<file path="config.mk">
export PLATFORM = sky130hd
export DESIGN_NAME = shadow32_dec
export DESIGN_NICKNAME = d
export VERILOG_FILES = /design/src/rtl/shadow32_dec.sv
export SDC_FILE = /design/constraint.sdc
export NUM_CORES = 1
export LEC_CHECK = 0
export ABC_CLOCK_PERIOD_IN_PS = 4400
export CORE_ASPECT_RATIO = 1.2
export CORE_MARGIN = 3
export CORE_UTILIZATION = 48
export DETAILED_ROUTE_END_ITERATION = 7
export PLACE_DENSITY_LB_ADDON = 0.15
export SETUP_SLACK_MARGIN = 0.02
export SLEW_MARGIN = 20
export SYNTH_ARGS = -nofsm -noshare
export SYNTH_HDL_FRONTEND = slang
export SYNTH_SLANG_ARGS = --single-unit
</file>
<file path="constraint.sdc">
create_clock -name clk -period 4.4 [get_ports clk]
set_input_delay 0.66 -clock clk [delete_from_list [all_inputs] [get_ports clk]]
set_output_delay 0.66 -clock clk [all_outputs]
set_load 0.03 [all_outputs]
</file>
<file path="src/rtl/shadow32_dec.sv">
// Iterative Shadow-32 decryption core: 32-bit block, 64-bit key, one round per clock.
// Optional last-key cache enabled by defining SHADOW_DEC_KEYCACHE_EN.
module shadow32_dec #(
  parameter int unsigned ROUNDS = 16
) (
  input  logic        clk,
  input  logic        rst,
  input  logic        start,
  input  logic [63:0] key,
  input  logic [31:0] ct,
  output logic        busy,
  output logic        done,
  output logic [31:0] pt
);

  localparam int unsigned IDX_W = 5;
  localparam logic [IDX_W-1:0] LAST_R    = IDX_W'(ROUNDS - 1);
  localparam logic [IDX_W-1:0] LAST_ROLL = IDX_W'(ROUNDS - 2);

  typedef enum logic [1:0] {IDLE, KEYROLL, ROUND} state_t;

  state_t           fsm;
  logic [31:0]      blk;
  logic [63:0]      kreg;
  logic [IDX_W-1:0] cnt;
  logic [IDX_W-1:0] r;

  function automatic logic [7:0] f8(input logic [7:0] x);
    return ({x[6:0], x[7]} & {x[0], x[7:1]}) ^ {x[5:0], x[7:6]};
  endfunction

  // Inverse round on {P,Q,R,S} and both key-schedule directions
  logic [7:0]  inv_b_c, inv_d_c;
  logic [31:0] inv_blk_c;
  logic [63:0] fwd_key_c, inv_tmp_c, inv_key_c;
  logic [IDX_W-1:0] r_dec_c;
  logic        last_roll_c;

  assign inv_b_c     = blk[15:8] ^ f8(blk[23:16]) ^ kreg[63:56];
  assign inv_d_c     = blk[31:24] ^ f8(blk[7:0]) ^ kreg[55:48];
  assign inv_blk_c   = {blk[23:16], inv_b_c, blk[7:0], inv_d_c};
  assign fwd_key_c   = {kreg[55:0], kreg[63:56]} ^ {59'b0, cnt};
  assign r_dec_c     = r - IDX_W'(1);
  assign inv_tmp_c   = kreg ^ {59'b0, r_dec_c};
  assign inv_key_c   = {inv_tmp_c[7:0], inv_tmp_c[63:8]};
  assign last_roll_c = (fsm == KEYROLL) && (cnt == LAST_ROLL);

  logic        hit_c;
  logic [63:0] load_key_c;

`ifdef SHADOW_DEC_KEYCACHE_EN
  logic [63:0] cache_key;
  logic [63:0] cache_klast;
  logic        cache_vld;

  assign hit_c      = cache_vld && (key == cache_key);
  assign load_key_c = hit_c ? cache_klast : key;

  // Key tag captured on a miss; entry becomes valid once the roll-forward finishes
  always_ff @(posedge clk or posedge rst) begin
    if (rst) begin
      cache_key   <= '0;
      cache_klast <= '0;
      cache_vld   <= 1'b0;
    end else if (fsm == IDLE && start && !hit_c) begin
      cache_key <= key;
      cache_vld <= 1'b0;
    end else if (last_roll_c) begin
      cache_klast <= fwd_key_c;
      cache_vld   <= 1'b1;
    end
  end
`else
  assign hit_c      = 1'b0;
  assign load_key_c = key;
`endif

  always_ff @(posedge clk or posedge rst) begin
    if (rst) begin
      fsm  <= IDLE;
      blk  <= '0;
      kreg <= '0;
      cnt  <= '0;
      r    <= '0;
      busy <= 1'b0;
      done <= 1'b0;
      pt   <= '0;
    end else begin
      done <= 1'b0;
      case (fsm)
        IDLE: begin
          if (start) begin
            blk  <= ct;
            kreg <= load_key_c;
            cnt  <= '0;
            busy <= 1'b1;
            if (hit_c) begin
              r   <= LAST_R;
              fsm <= ROUND;
            end else begin
              fsm <= KEYROLL;
            end
          end
        end
        KEYROLL: begin
          kreg <= fwd_key_c;
          cnt  <= cnt + IDX_W'(1);
          if (last_roll_c) begin
            r   <= LAST_R;
            fsm <= ROUND;
          end
        end
        ROUND: begin
          blk  <= inv_blk_c;
          kreg <= inv_key_c;
          r    <= r_dec_c;
          if (r == '0) begin
            pt   <= inv_blk_c;
            done <= 1'b1;
            busy <= 1'b0;
            fsm  <= IDLE;
          end
        end
        default: fsm <= IDLE;
      endcase
    end
  end

endmodule

</file>
==> qor.yml <==
clocking:
  cts_tree: "yes"
  htree_levels: 4
  cts_resized: 0
  cts.sinks: 142
  cts_setup_buffers: 0
  clkTransAtPathRegs_ps: 60
  hold_buffers: 0
  cts_buffers: 17
  cts-root-buf: "clkbuf_16"
  clockBufferDepth: 2
  clk_latency_ps: 420
yosys:
  yosysTopAreaCell: "dfrtp_1"
  synth_nets: 926
  yosysWarningCount: 0
  netlist_instances: 820
  ys_seq_elements: 142
  syn-cell-area_um2: 7500
  yosysUniqueCellTypes: 36
  avgSynthCellArea_um2: 9.15
  yosysSeqAreaShare: 0.473
  synth_top_area_frac: 0.473
  synthTopCellsByArea: "dfrtp_1 (47%), o21ai_0 (11%), nand2_1 (9.5%)"
timing:
  period_needed_ps: 2690
  max_freq_ghz: 0.372
  finalSetupViolCount: 0
  slew_viol_final: 0
  finalHoldViolations: 0
  rsz0062_at_grt: "false"
  finalClockSkew_ps: 8.13
  tns_ps: 0
  worst_pin_slew_ps: 902
  timing.slew.headroom: 0.386
  min_period_over_period: 0.611
layout:
  fin_util: 0.635
  drive_gt1_frac: 0.0707
  n_antenna_cell: 0
  syn_to_final_growth_pct: 28.1
  fin_nets: 1026
floorplan:
  coreArea_um2: 15100
  initial_utilization: 0.496
  die_area_um2: 17200
  die_h_um: 143
  die_x_um: 120
  core.rowCount: 49
  ioPinCount: 133
setup_path:
  cp.arrival_ps: 2990
  path_class: "flip-flop to flip-flop"
  critPathRequiredTime_ps: 4710
  critPathLaunchType: "flip-flop"
  critPathMaxFanout: 53
  end_kind: "flip-flop"
detailed_routing:
  ant_nets: 0
  drcViolationCount: 0
  first_pass_iters: 5
  routedWlPerCell_um: 18.2
  drtIter0Drc: 631
  via_count: 6356
  wl_um: 20700
  avgViaCountPerCell: 5.59
grt:
  grt_max_degree: 129
  grt_usage: 0.247
  busiest_layer: "met2"
  grtUsageMet3: 0.0456
  grt_use_met2: 0.438
  grt_pass1_wl_um: 33000
  grt_use_met1: 0.299
  grt_overflow: 0
  grt_pass1_vias: 6242
  antenna_found_initial: 0
power_and_ir_drop:
  powerDensity_nw_per_um2: 786
  p_leak_uw: 0.00407
  irDropWorstVdd_mv: 0.455
worst_hold_path:
  holdCritPathClass: "flip-flop to flip-flop"
placement:
  place_congestion: 0.915
  numPortBuffers: 132
  hpwl_um: 14800
flow_run:
  maxCapViolCount: 0
run_status:
  status: "finished clean"
-- report_power, final --
part           total, µW  switching (µW)  internal [µW]
registers           2460             633           1830
logic               3460            2060           1400
clock network       1630             566           1060
-- per-layer routing --
layer	wire length (µm)	vias to the layer above
li1	-	3042
met4	551	0
met3	1190	34
met2	10700	223
met5	0	-
met1	8330	3057
-- sequential cells by signal, summed over array words and instances (netlist names) --
register	count
pt	32
kreg	64
r	5
cnt	5
done	1
busy	1
fsm	2
blk	32
-- layout make-up --
class / instances / area, µm²
Clock buffer: 18 / 429
Clock inverter: 14 / 241
Fill cell: 1280 / 5530
Inverter: 11 / 45.0
Multi-Input combinational cell: 606 / 3660
Sequential cell: 142 / 3550
Tap cell: 204 / 255
Timing Repair Buffer: 142 / 1430
-- metrics by stage --
step	setup WS (ps)	std cells	total power, µW	hold slack (ps)	cell area (µm²)
2_1_floorplan	1960	820	4960	469	7510
3_3_place_gp	1630	1104	5730	462	8910
3_5_place_dp	1530	1104	5870	473	8910
4_1_cts	1740	1136	7530	487	9590
5_1_grt	1520	1137	8170	512	9610
6_report	1710	1137	7550	481	9610
-- Yosys cell counts --
cell and number:
nand2_1 189, o21ai_0 159, dfrtp_1 142, a22oi_1 55
xnor2_1 41, buf_2 26, a21oi_1 25, clkbuf_1 22
xor2_1 21, mux2i_1 20, nor3b_1 17, mux2_4 16
inv_1 11, nor2_1 11, o21ai_1 9, o31ai_1 8
buf_4 7, ha_1 7, a22o_1 4, buf_1 4
a21o_1 3, nor3_1 3, o211ai_1 3, a211oi_1 2
buf_6 2, nand2b_1 2, nand3_1 2, and3_1 1
and4b_1 1, mux2_2 1, nand2_2 1, nor2b_1 1
nor4b_4 1, o21a_1 1, o22a_1 1, o22ai_1 1
-- critical path: stages (launching register included) --
cell	delay, ps
dfrtp_1	400
inv_1	160
ha_4	660
buf_4	590
inv_1	160
o22ai_1	320
nor2_1	90
o22a_1	190
-- final timing paths --
kind | startpoint | end | slack [ps] | cells after the start
worst max-delay path | fsm[0] | fsm[0] | 1710 | 7
worst min-delay path | pt[21] | pt[21] | 480 | 2
worst max register to register | fsm[0] | fsm[0] | 1710 | 7
worst min register to register | pt[21] | pt[21] | 480 | 2
max in group asynchronous | rst | blk[14] | 2800 | 3
min in group asynchronous | rst | pt[29] | 710 | 2
-- layout by cell type (no fill, tap or decap), types with 9 or more instances in the layout --
cell type and n:
inv_1 10, nor3b_1 17, o21ai_0 159, a22oi_1 55
nor2_1 11, mux2_4 16, dfrtp_1 142, xor2_1 21
clkdlybuf4s50_1 132, o21ai_1 9, mux2i_1 18, xnor2_1 41
nand2_1 189, clkbuf_16 17, a21oi_1 25
-- cell families after synthesis --
logic type | Yosys count | share of synthesized area
AOI/OAI and AO/OA | 271 | 0.207
adders and majority gates | 7 | 0.0117
DFF | 142 | 0.473
and+or+nand+nor | 229 | 0.129
buffers and inverters | 72 | 0.0458
xor gates and xnor gates | 62 | 0.0724
muxes | 37 | 0.0602
No activity file was read; power rests on OpenSTA's default activity.
